File: src/rtl/balancer_pkg.sv
// rtl/balancer_pkg.sv - shared FSM state type and index-width helper for the server balancer
package balancer_pkg;

  typedef enum logic {
    IDLE     = 1'b0,
    DISPATCH = 1'b1
  } state_t;

  // Index width for a population of n items (n >= 2).
  function automatic int idx_w(input int n);
    return $clog2(n);
  endfunction

endpackage

File: src/rtl/balancer_argmin.sv
// rtl/balancer_argmin.sv - least-loaded eligible server picker, ties go to first hit from start index
module balancer_argmin #(
  parameter int N     = 4,
  parameter int CNT_W = 4,
  parameter int IDX_W = 2
) (
  input  logic [N*CNT_W-1:0] counts,
  input  logic [N-1:0]       eligible,
  input  logic [IDX_W-1:0]   start,
  output logic [IDX_W-1:0]   winner,
  output logic               any_eligible
);

  logic [CNT_W-1:0] best;
  int               pos;

  // Walk servers in wrap-around order from start; strict less-than keeps the earliest tie.
  always_comb begin
    winner       = '0;
    any_eligible = 1'b0;
    best         = '1;
    pos          = 0;
    for (int k = 0; k < N; k++) begin
      pos = int'(start) + k;
      if (pos >= N) pos = pos - N;
      if (eligible[pos] && (!any_eligible || counts[pos*CNT_W +: CNT_W] < best)) begin
        any_eligible = 1'b1;
        best         = counts[pos*CNT_W +: CNT_W];
        winner       = IDX_W'(pos);
      end
    end
  end

endmodule

File: src/rtl/multi_server_balancer.sv
// rtl/multi_server_balancer.sv - dispatches task vectors to least-loaded servers; BALANCER_RR_TIE_EN enables round-robin ties
module multi_server_balancer
  import balancer_pkg::*;
#(
  parameter int NUM_SERVERS = 4,
  parameter int NUM_TASKS   = 8,
  parameter int CNT_W       = 4,
  parameter int THRESHOLD   = 3
) (
  input  logic                            clk,
  input  logic                            reset,
  input  logic                            load_valid,
  output logic                            load_ready,
  input  logic [NUM_TASKS-1:0]            tasks,
  input  logic [NUM_SERVERS-1:0]          done,
  output logic                            dispatch_valid,
  output logic [$clog2(NUM_SERVERS)-1:0]  dispatch_server,
  output logic [$clog2(NUM_TASKS)-1:0]    dispatch_task,
  output logic [NUM_SERVERS*CNT_W-1:0]    server_count,
  output logic                            trigger,
  output logic                            overload
);

  localparam int SRV_W = idx_w(NUM_SERVERS);
  localparam int TASK_W = idx_w(NUM_TASKS);
  localparam logic [CNT_W-1:0] CNT_MAX = '1;

  state_t                       state_q, state_d;
  logic [NUM_TASKS-1:0]         pending_q, pending_clr;
  logic [CNT_W-1:0]             cnt_q [NUM_SERVERS];
  logic [NUM_SERVERS*CNT_W-1:0] cnt_flat;
  logic [NUM_SERVERS-1:0]       eligible, hot, inc_vec, dec_vec;
  logic [SRV_W-1:0]             tie_start, winner;
  logic [TASK_W-1:0]            top_task;
  logic                         any_eligible, fire, accept;

  always_comb begin
    cnt_flat = '0;
    eligible = '0;
    hot      = '0;
    for (int i = 0; i < NUM_SERVERS; i++) begin
      cnt_flat[i*CNT_W +: CNT_W] = cnt_q[i];
      eligible[i] = (cnt_q[i] != CNT_MAX);
      hot[i]      = (32'(cnt_q[i]) > THRESHOLD);
    end
  end

  assign server_count = cnt_flat;
  assign trigger      = |hot;
  assign overload     = &hot;

  // Highest set pending bit is served first.
  always_comb begin
    top_task = '0;
    for (int i = 0; i < NUM_TASKS; i++) begin
      if (pending_q[i]) top_task = TASK_W'(i);
    end
  end

  assign pending_clr = pending_q & ~(NUM_TASKS'(1) << top_task);
  assign fire        = (state_q == DISPATCH) && any_eligible;
  assign accept      = load_valid && load_ready;

  balancer_argmin #(
    .N     (NUM_SERVERS),
    .CNT_W (CNT_W),
    .IDX_W (SRV_W)
  ) u_argmin (
    .counts       (cnt_flat),
    .eligible     (eligible),
    .start        (tie_start),
    .winner       (winner),
    .any_eligible (any_eligible)
  );

`ifdef BALANCER_RR_TIE_EN
  logic [SRV_W-1:0] rr_ptr_q;

  always_ff @(posedge clk or posedge reset) begin
    if (reset) begin
      rr_ptr_q <= '0;
    end else if (fire) begin
      rr_ptr_q <= (winner == SRV_W'(NUM_SERVERS - 1)) ? '0 : winner + 1'b1;
    end
  end

  assign tie_start = rr_ptr_q;
`else
  assign tie_start = '0;
`endif

  always_ff @(posedge clk or posedge reset) begin
    if (reset) state_q <= IDLE;
    else       state_q <= state_d;
  end

  always_comb begin
    state_d    = state_q;
    load_ready = (state_q == IDLE);
    case (state_q)
      IDLE:     if (accept && (tasks != '0)) state_d = DISPATCH;
      DISPATCH: if (fire && (pending_clr == '0)) state_d = IDLE;
      default:  state_d = IDLE;
    endcase
  end

  always_ff @(posedge clk or posedge reset) begin
    if (reset) begin
      pending_q <= '0;
    end else if (accept) begin
      pending_q <= tasks;
    end else if (fire) begin
      pending_q <= pending_clr;
    end
  end

  // A dispatch and a completion on the same server in one cycle cancel out.
  always_comb begin
    inc_vec = '0;
    dec_vec = '0;
    for (int i = 0; i < NUM_SERVERS; i++) begin
      inc_vec[i] = fire && (winner == SRV_W'(i));
      dec_vec[i] = done[i] && (cnt_q[i] != '0);
    end
  end

  always_ff @(posedge clk or posedge reset) begin
    if (reset) begin
      for (int i = 0; i < NUM_SERVERS; i++) cnt_q[i] <= '0;
    end else begin
      for (int i = 0; i < NUM_SERVERS; i++) begin
        if (inc_vec[i] && !dec_vec[i])      cnt_q[i] <= cnt_q[i] + 1'b1;
        else if (dec_vec[i] && !inc_vec[i]) cnt_q[i] <= cnt_q[i] - 1'b1;
      end
    end
  end

  always_ff @(posedge clk or posedge reset) begin
    if (reset) begin
      dispatch_valid  <= 1'b0;
      dispatch_server <= '0;
      dispatch_task   <= '0;
    end else begin
      dispatch_valid <= fire;
      if (fire) begin
        dispatch_server <= winner;
        dispatch_task   <= top_task;
      end
    end
  end

endmodule

File: config.mk
export PLATFORM = sky130hd
export DESIGN_NAME = multi_server_balancer
export DESIGN_NICKNAME = d
export VERILOG_FILES = /design/src/rtl/balancer_pkg.sv /design/src/rtl/balancer_argmin.sv /design/src/rtl/multi_server_balancer.sv
export SDC_FILE = /design/constraint.sdc
export NUM_CORES = 1
export LEC_CHECK = 0
export ABC_AREA = 1
export BUFFER_PORTS_ARGS = -buffer_cell sky130_fd_sc_hd__buf_2
export CORE_ASPECT_RATIO = 0.8
export CORE_MARGIN = 5
export CORE_UTILIZATION = 46
export DETAILED_ROUTE_END_ITERATION = 8
export PLACE_DENSITY = 0.64
export SLEW_MARGIN = 20
export SYNTH_ARGS = -nofsm -noshare
export SYNTH_HDL_FRONTEND = slang
export SYNTH_SLANG_ARGS = --single-unit
export TNS_END_PERCENT = 100
File: constraint.sdc
create_clock -name clk -period 4.9 [get_ports clk]
set_input_delay 0.735 -clock clk [delete_from_list [all_inputs] [get_ports clk]]
set_output_delay 0.735 -clock clk [all_outputs]
set_load 0.01 [all_outputs]
==> results.sh, run 1 <==
export IMPL_initial_utilization_pct=47.4
export IMPL_synthToLayoutAreaGrowth_pct=18.8
export IMPL_gr_usage_all_layers_pct=16.2
export IMPL_drive_gt1_share_pct=20.9
export IMPL_finClkSkew_ns=0.00440
export IMPL_synth_warning_count=0
export IMPL_hold_path_class="flip-flop to flip-flop"
export IMPL_clk_pin_slew_ns=0.07
export IMPL_reg2reg_from="server_count[3]$_DFFE_PP0P_"
export IMPL_slew_viol_final=0
export IMPL_core_area_um2=4570
export IMPL_multi_input_area_um2=1270
export IMPL_holdPathStages=2
export IMPL_synthTopCellsByArea="dfrtp_1, nand2_1, ha_1, nor2_1, inv_1"
export IMPL_path_class="flip-flop to flip-flop"
export IMPL_hp_start="dispatch_task[0]$_DFFE_PP0P_"
export IMPL_utilization_pct=56.3
export IMPL_ys_top_cells_by_count="nand2_1, nor2_1, inv_1"
export IMPL_regArea_um2=777
export IMPL_maxCapViolations=0
export IMPL_via_count=1962
export IMPL_synth_avg_cell_area_um2=7.84
export IMPL_grt_pass1_vias=1742
export IMPL_overflow=0
export IMPL_num_rows=22
export IMPL_synth_flop_cell="dfrtp_1"
export IMPL_crit_reg2reg_capture="server_count[3]$_DFFE_PP0P_"
export IMPL_synth_cell_types=30
export IMPL_met2_length_um=2150
export IMPL_max_freq_mhz=220
export IMPL_dp_hpwl_um=3740
export IMPL_ios=40
export IMPL_drt_total_wl_um=4910
export IMPL_grt_setup_unrepaired="true"
export IMPL_dr_max_layer_used="met4"
export IMPL_yosysSeqAreaShare_pct=35.8
export IMPL_nets=364
export IMPL_setup_viol=0
export IMPL_post_route_drc_count=0
export IMPL_antenna_left=0
export IMPL_end_kind="flip-flop"
export IMPL_cts_tree="done"
export IMPL_hold_viol=0
export IMPL_vias_per_cell=5.08
export IMPL_worstHoldEndpoint="dispatch_task[0]$_DFFE_PP0P_"
export IMPL_clkLatencyLatePin_ns=0.28
export IMPL_wl_per_cell_um=12.7
export IMPL_reg2reg_depth=38
export IMPL_hold_slack_ns=0.477
export IMPL_drt_pass1_iter_count=4
export IMPL_yosysTopAreaCell="dfrtp_1"
export IMPL_io_buffers=39
export IMPL_dr_first_iter_drc_count=147
export IMPL_antenna_found_initial=0
export IMPL_insertedDiodeCount=0
export IMPL_slowest_stage="dfrtp_1"
export IMPL_yosys_register_bits=31
export IMPL_final_setup_worst_slack_ns=0.356
export IMPL_cts_root_buf="clkbuf_8"
export IMPL_cp_common_cell="nand2_1"
export IMPL_netlist_area_um2=2160
export IMPL_cts_buffer_depth=2
export IMPL_r2r_setup_slack_ns=0.36
export IMPL_dp_slack_ns=0.132
export IMPL_relSlewSlack_pct=67.5
export IMPL_post_route_period_util_pct=92.7
export IMPL_synthCells=276
export IMPL_placedCellCount=377
export IMPL_layoutNonFillerInstCount=386
export IMPL_syn_nets=315
export IMPL_slowest_delay_ns=0.38
export IMPL_fillers=466
export IMPL_cp_arrival_ns=4.71
export IMPL_ys_async_sr_fraction_pct=100
export IMPL_route_met3_wl_um=258
export IMPL_numCtsBuffers=5
export IMPL_worst_pin_slew_ns=0.482
export IMPL_h_tree_depth=2
export IMPL_dieArea_um2=6190
export IMPL_clkSinkCount=31
export IMPL_cp_required_ns=5.07
export IMPL_synth_edff_count=0
export IMPL_wl_met1_um=2470
export IMPL_min_period_ns=4.54
export IMPL_crit_fanout=11
export IMPL_grt_pass1_wl_um=8080
export IMPL_status="finished, final reports clean"
export IMPL_yosysTopAreaCellShare_pct=35.8
export IMPL_grt_max_degree=32
export IMPL_synth_most_common_cell="nand2_1"
export IMPL_place_gp_congestion=0.925
export IMPL_die_h_um=71.4
export IMPL_critPathLaunchType="flip-flop"
export IMPL_die_x_um=86.7
area by class of cell:
class                      count  area share, %
clock buffer                   7           2.97
clock inverter                 1          0.195
inverter                      37           5.40
multi-input combinational    206           49.2
sequential                    31           30.2
tap                           60           2.92
timing repair buffer          44           9.05
flip-flops by register name, indices dropped and copies added, names as in the netlist:
name,count
dispatch_task,3
pending_q,8
dispatch_server,2
dispatch_valid,1
state_q,1
server_count,16
metrics by stage:
step | area, um2 | setup TNS, ns
after floorplan | 2160 | 0
after global placement | 2460 | 0
after detailed placement | 2460 | 0
after CTS | 2540 | 0
after global routing | 2570 | -0.149
final | 2570 | 0
metal layers:
layer / track usage (%) / vias to the layer above
li1: - / 1016
met1: 23.8 / 896
met2: 23.7 / 45
met3: 4.25 / 5
met4: 4.15 / 0
met5: 0 / -
worst max-delay path by stage:
stage                     slack [ns]                     endpoint                        start
after floorplan                 0.62  server_count[3]$_DFFE_PP0P_  server_count[2]$_DFFE_PP0P_
after global placement          0.24  server_count[7]$_DFFE_PP0P_  server_count[2]$_DFFE_PP0P_
after detailed placement        0.13  server_count[3]$_DFFE_PP0P_  server_count[2]$_DFFE_PP0P_
after CTS                       0.10  server_count[3]$_DFFE_PP0P_  server_count[2]$_DFFE_PP0P_
after global routing           -0.09  server_count[3]$_DFFE_PP0P_  server_count[3]$_DFFE_PP0P_
final                           0.36  server_count[3]$_DFFE_PP0P_  server_count[3]$_DFFE_PP0P_
repair_timing:
action / 4_1_cts / 5_1_grt
gates resized for setup: 0 / 10
hold endpoints to repair: 0 / 0
buffers inserted: 0 / 1
hold buffers: 0 / 0
setup endpoints to repair: 0 / 4
logic make-up after synthesis:
family / Yosys count / synth area share (%)
fa+ha+maj: 24 / 15.3
xor+xnor: 12 / 4.86
mux: 2 / 1.04
simple gates: 121 / 23.4
buf+inv: 39 / 6.82
flops: 31 / 35.8
compound gates: 47 / 12.8
critical path: cells and delay by family, from the launching register on:
kind	cells	cell delay (ns)
flip-flops	1	0.38
AND/OR/NAND/NOR	25	1.73
XOR/XNOR	1	0.14
AO/OA/AOI/OAI	4	0.50
buffers and inverters	3	0.23
adder cells (fa/ha/maj)	5	1.42
cell usage in the layout, fill, tap and decap left out, types with 2 or more instances in the layout:
master and count:
nand2_1 67, buf_2 39, nor2_1 33, inv_1 32, dfrtp_1 30, ha_1 19
o21ai_0 14, a21oi_1 12, xnor2_1 11, nand4_1 6, nand3_1 6, inv_2 5
clkbuf_8 5, buf_4 5, o21ai_1 4, o22ai_1 4, fa_1 4, a211oi_2 3
a221oi_1 3, nor4_1 3, nand2_2 2, nand2_4 2, a31oi_1 2, o41ai_1 2
mux2_2 2, clkbuf_1 2
Power of run 1 is not shown: default switching activity piles up to over one toggle a cycle in this logic, so the estimate is an artifact.
==> run 2: changes to the inputs <==
PLACE_DENSITY = 0.62   (was 0.64)
SYNTH_HIERARCHICAL = 1   (was default)
==> run 2 against run 1 <==
Largest cell class unchanged. Via count is 63% higher. Die area increased by 30%. The run now ends with negative setup slack left. Cell count is 60% higher. Design area increased by 57%. Critical endpoint unchanged. Sequential cell count unchanged.
==> results.sh, run 2 <==
export IMPL_synthCells=427
export IMPL_hold_slack_ns=0.360
export IMPL_overflow=0
export IMPL_multi_input_area_um2=2230
export IMPL_layout_commonest_cell="nand2_1"
export IMPL_slowest_delay_ns=0.37
export IMPL_place_gp_congestion=0.863
export IMPL_setup_viol=3
export IMPL_maxCapViolations=0
export IMPL_synth_warning_count=6
export IMPL_post_route_drc_count=0
export IMPL_ys_async_sr_fraction_pct=100
export IMPL_nets=576
export IMPL_synth_edff_count=0
export IMPL_grt_setup_unrepaired="true"
export IMPL_status="finished with violations"
export IMPL_yosysTopAreaCell="dfrtp_1"
export IMPL_reg2reg_from="server_count[6]$_DFFE_PP0P_"
export IMPL_synth_compound_area_share_pct=15.6
export IMPL_die_h_um=81.4
export IMPL_fillers=560
export IMPL_synth_top_family_by_area="simple AND/OR/NAND/NOR gates"
export IMPL_synth_xor_area_share_pct=4.79
export IMPL_h_tree_depth=2
export IMPL_synth_cell_types=35
export IMPL_slew_viol_final=0
export IMPL_ios=40
export IMPL_final_cell_mix="nand2_1, buf_4, buf_2"
export IMPL_synth_avg_cell_area_um2=6.86
export IMPL_cts_tree="done"
export IMPL_yosys_register_bits=31
export IMPL_powerDensity_nw_per_um2=878
export IMPL_finClkSkew_ns=0.00443
export IMPL_yosysSeqAreaShare_pct=26.5
export IMPL_antenna_left=0
export IMPL_numCtsBuffers=5
export IMPL_end_kind="flip-flop"
export IMPL_via_count=3196
export IMPL_dr_first_iter_drc_count=202
export IMPL_synthToLayoutAreaGrowth_pct=38.0
export IMPL_vdd_drop_max_mv=0.497
export IMPL_muxShareOfSynthArea_pct=0
export IMPL_dp_hpwl_um=6300
export IMPL_gr_usage_all_layers_pct=22.2
export IMPL_slowest_stage="dfrtp_1"
export IMPL_cp_common_cell="nand2_1"
export IMPL_max_freq_mhz=202
export IMPL_p_leak_nw=2.09
export IMPL_cts_hold_fix_buffers=0
export IMPL_antenna_found_initial=0
export IMPL_drt_total_wl_um=8750
export IMPL_synth_flop_cell="dfrtp_1"
export IMPL_post_route_period_util_pct=101
export IMPL_core_area_um2=6280
export IMPL_yosys_area_share_adder_pct=13.4
export IMPL_grt_pass1_wl_um=14400
export IMPL_dieArea_um2=8070
export IMPL_grt_pass1_vias=3043
export IMPL_drt_pass1_iter_count=5
export IMPL_tns_ns=-0.103
export IMPL_grt_max_degree=29
export IMPL_cts_buffer_depth=2
export IMPL_worstSetupStartpoint="server_count[6]$_DFFE_PP0P_"
export IMPL_die_x_um=99.2
export IMPL_vias_per_cell=5.18
export IMPL_worstSetupEndpoint="server_count[3]$_DFFE_PP0P_"
export IMPL_ys_top_cells_by_count="nand2_1, inv_1, o21ai_0"
export IMPL_path_class="flip-flop to flip-flop"
export IMPL_insertedDiodeCount=0
export IMPL_wl_per_cell_um=14.2
export IMPL_hold_path_class="input pin to asynchronous set/reset pin"
export IMPL_cts_root_buf="clkbuf_8"
export IMPL_drive_gt1_share_pct=33.8
export IMPL_cp_arrival_ns=5.18
export IMPL_initial_utilization_pct=46.6
export IMPL_cp_required_ns=5.12
export IMPL_violations="negative setup slack"
export IMPL_min_period_ns=4.96
export IMPL_io_buffers=39
export IMPL_netlist_area_um2=2930
export IMPL_final_setup_worst_slack_ns=-0.0605
export IMPL_clkLatencyLatePin_ns=0.28
export IMPL_reg2reg_depth=38
export IMPL_yosysTopAreaCellShare_pct=26.5
export IMPL_r2r_setup_slack_ns=-0.06
export IMPL_crit_fanout=7
export IMPL_synthTopCellsByArea="dfrtp_1, nand2_1, ha_1, o21ai_0, inv_1"
export IMPL_clkSinkCount=31
export IMPL_clk_pin_slew_ns=0.07
export IMPL_crit_reg2reg_capture="server_count[3]$_DFFE_PP0P_"
export IMPL_hold_viol=0
export IMPL_largest_reg_flops=16
export IMPL_critPathLaunchType="flip-flop"
export IMPL_num_rows=26
export IMPL_regArea_um2=778
export IMPL_synth_most_common_cell="nand2_1"
export IMPL_synth_simple_gate_area_share_pct=31.2
-- run 2: cell families (layout without fill, tap and decap cells) --
kind of cell             Yosys count  in the layout
AO/OA/AOI/OAI                     81             81
XOR/XNOR                          16             16
adder cells (fa/ha/maj)           29             29
buffers and inverters             59            153
flip-flops                        31             31
other                              1             13
AND/OR/NAND/NOR                  210            210
-- run 2: critical path: cells and delay by family (launching register included) --
family          cells  cell delay (ns)
simple gates       21             1.89
fa+ha+maj           5             1.38
compound gates      8             0.96
flops               1             0.37
buf+inv             3             0.16
xor+xnor            1             0.15
-- run 2: final cells by class --
class                           count  share of cell area [%]
Tap cell                           84                    2.60
Inverter                           49                    4.92
Timing Repair Buffer               96                    16.0
Clock inverter                      2                   0.310
Clock buffer                        6                    1.80
Multi-Input combinational cell    349                    55.1
Sequential cell                    31                    19.3
-- run 2: what timing repair did --
action                                  in CTS  in global routing
pin swaps                                   10                 45
endpoints found under the setup margin      12                 12
cloned                                       0                  0
resized for setup                           34                 46
buffers inserted                            13                  8
-- run 2: worst min path at each step --
stage / end / slack [ns] / depth (start not counted)
2_1_floorplan: pending_q[0]$_DFFE_PP0P_ / 0.47 / 2
3_3_place_gp: dispatch_task[1]$_DFFE_PP0P_ / 0.46 / 2
3_5_place_dp: dispatch_task[1]$_DFFE_PP0P_ / 0.47 / 2
4_1_cts: server_count[9]$_DFFE_PP0P_ / 0.36 / 2
5_1_grt: server_count[8]$_DFFE_PP0P_ / 0.39 / 2
6_report: server_count[9]$_DFFE_PP0P_ / 0.36 / 2
-- run 2: metal layers --
metal | track usage [%] | part of all wire [%]
met2 | 36.9 | 46
met1 | 31.3 | 47
met3 | 3.35 | 6.3
met4 | 3.41 | 1.0
met5 | 0 | 0
-- run 2: power by group --
group	leakage [nW]	internal, W	total [W]	switching [W]
sequential	0.376	0.000403	0.000549	0.000146
clock	0.0412	0.0000992	0.000201	0.000102
combinational	1.67	0.00131	0.00280	0.00149
total	2.09	0.00181	0.00355	0.00174
-- run 2: stage by stage --
stage | util [%] | power, W | setup WS (ns) | cell area, um2 | cells
2_1_floorplan | - | 0.00197 | 0.0201 | 2980 | 439
6_report | 64.4 | 0.00355 | -0.0605 | 4040 | 617
4_1_cts | 60.3 | 0.00313 | -0.0361 | 3790 | 610
3_3_place_gp | 55.7 | 0.00266 | -0.244 | 3500 | 590
3_5_place_dp | 55.7 | 0.00269 | -0.376 | 3500 | 590
5_1_grt | 64.4 | 0.00389 | -0.468 | 4040 | 617
Power figures use the tool's default switching activity.
==> run 3: changes to the inputs <==
REMOVE_ABC_BUFFERS = 1   (was default)
SKIP_CTS_REPAIR_TIMING = 1   (was default)
==> run 3 against run 2 <==
The run still ends with negative setup slack left. Design area down 4.1%. First-iteration DRC count down 13%. Critical path depth up 2. Clock-buffer cell count unchanged. Critical path type unchanged. Highest routed layer unchanged.
==> results.sh, run 3 (synthesis results as in run 2) <==
export IMPL_cp_num_buf_inv=5
export IMPL_dpl_cell_area_um2=3560
export IMPL_fin_area_um2=3870
export IMPL_final_setup_worst_slack_ns=-0.210
export IMPL_slowest_stage="dfrtp_1"
export IMPL_cts_buffer_depth=2
export IMPL_grt_pass1_vias=2791
export IMPL_dieArea_um2=8070
export IMPL_drt_total_wl_um=8050
export IMPL_clkLatencyLatePin_ns=0.28
export IMPL_die_h_um=81.4
export IMPL_cp_required_ns=5.12
export IMPL_grt_max_degree=32
export IMPL_slew_viol_final=0
export IMPL_h_tree_depth=2
export IMPL_antenna_left=0
export IMPL_cts_tree="done"
export IMPL_critPathLaunchType="flip-flop"
export IMPL_cts_root_buf="clkbuf_8"
export IMPL_nets=571
export IMPL_setup_viol=11
export IMPL_post_route_period_util_pct=104
export IMPL_vdd_drop_max_mv=0.460
export IMPL_powerDensity_nw_per_um2=856
export IMPL_grt_pass1_wl_um=13200
export IMPL_dr_first_iter_drc_count=176
export IMPL_wl_per_cell_um=13.2
export IMPL_core_area_um2=6280
export IMPL_drive_gt1_share_pct=30.4
export IMPL_insertedDiodeCount=0
export IMPL_hold_path_class="flip-flop to flip-flop"
export IMPL_crit_fanout=8
export IMPL_drt_pass1_iter_count=4
export IMPL_synthToLayoutAreaGrowth_pct=32.3
export IMPL_final_cell_mix="nand2_1, buf_4, buf_2"
export IMPL_fillers=638
export IMPL_relSlewSlack_pct=66.2
export IMPL_path_class="flip-flop to flip-flop"
export IMPL_power_w=0.00331
export IMPL_num_rows=26
export IMPL_violations="negative setup slack"
export IMPL_hold_viol=0
export IMPL_numCtsBuffers=5
export IMPL_hold_slack_ns=0.483
export IMPL_end_kind="flip-flop"
export IMPL_cp_arrival_ns=5.33
export IMPL_dp_hpwl_um=6110
export IMPL_clk_pin_slew_ns=0.07
export IMPL_worst_pin_slew_ns=0.501
export IMPL_maxCapViolations=0
export IMPL_dp_slack_ns=-0.477
export IMPL_antenna_found_initial=0
export IMPL_clkSinkCount=31
export IMPL_cp_common_cell="nand2_2"
export IMPL_min_period_ns=5.11
export IMPL_gr_usage_all_layers_pct=20.5
export IMPL_initial_utilization_pct=46.6
export IMPL_layout_commonest_cell="nand2_1"
export IMPL_max_freq_mhz=196
export IMPL_status="finished with violations"
export IMPL_overflow=0
export IMPL_p_leak_nw=2.04
export IMPL_io_buffers=39
export IMPL_via_count=3047
export IMPL_place_gp_congestion=0.887
export IMPL_die_x_um=99.2
export IMPL_finClkSkew_ns=0.00638
export IMPL_cp_top_family="simple AND/OR/NAND/NOR gates"
export IMPL_post_route_drc_count=0
export IMPL_slowest_delay_ns=0.41
export IMPL_utilization_pct=61.7
export IMPL_ios=40
export IMPL_largest_reg_flops=16
export IMPL_grt_setup_unrepaired="true"
export IMPL_vias_per_cell=4.99
[run 3: cell count changes in the layout (fill, tap and decap cells not counted), moves of 3 or more]
cell and delta:
inv_4 -4, inv_2 +3, ha_4 -3, buf_4 -3
ha_1 +5
[run 3: final timing paths]
kind                                                   start                            to  slack [ns]  cells after the start
worst max register to register   server_count[2]$_DFFE_PP0P_  server_count[11]$_DFFE_PP0P_       -0.21                     40
worst min register to register  dispatch_task[0]$_DFFE_PP0P_  dispatch_task[0]$_DFFE_PP0P_        0.48                      2
worst min-delay path            dispatch_task[0]$_DFFE_PP0P_  dispatch_task[0]$_DFFE_PP0P_        0.48                      2
worst max-delay path             server_count[2]$_DFFE_PP0P_  server_count[11]$_DFFE_PP0P_       -0.21                     40
min in group asynchronous                              reset  server_count[13]$_DFFE_PP0P_        0.53                      3
max in group asynchronous                              reset      pending_q[7]$_DFFE_PP0P_        4.07                      3
[run 3: power by group]
part / total (W) / switching (W) / internal, W
Combinational: 0.00257 / 0.00139 / 0.00118
Clock: 0.000204 / 0.0000943 / 0.000110
Sequential: 0.000538 / 0.000137 / 0.000402
[run 3: metal layers]
layer,wire length (um),track usage [%],vias to the layer above
met2,3630,32.2,76
met5,0,0,-
li1,-,-,1593
met1,3950,30.1,1371
met4,48,3.82,0
met3,427,3.00,7
[run 3: stage by stage]
step                      instances  setup TNS (ns)
after floorplan                 429         -0.0776
after global placement          598           -2.35
after detailed placement        598           -4.21
after CTS                       605           -4.56
after global routing            611           -5.46
final                           611           -1.09
[run 3: worst register-to-register path, delay by kind of cell (launching register included)]
kind                     cells  cell delay, ns
AO/OA/AOI/OAI                7            0.79
adder cells (fa/ha/maj)      5            1.29
AND/OR/NAND/NOR             22            2.00
XOR/XNOR                     1            0.17
flip-flops                   1            0.41
buffers and inverters        5            0.38
[run 3: layout make-up]
type	count	area, um2	share of cell area (%)
timing repair buffer	91	593	15.3
clock inverter	1	5.00	0.129
sequential	31	776	20.0
multi-input combinational	349	2120	54.8
clock buffer	6	82.6	2.13
tap	84	105	2.71
inverter	49	189	4.88
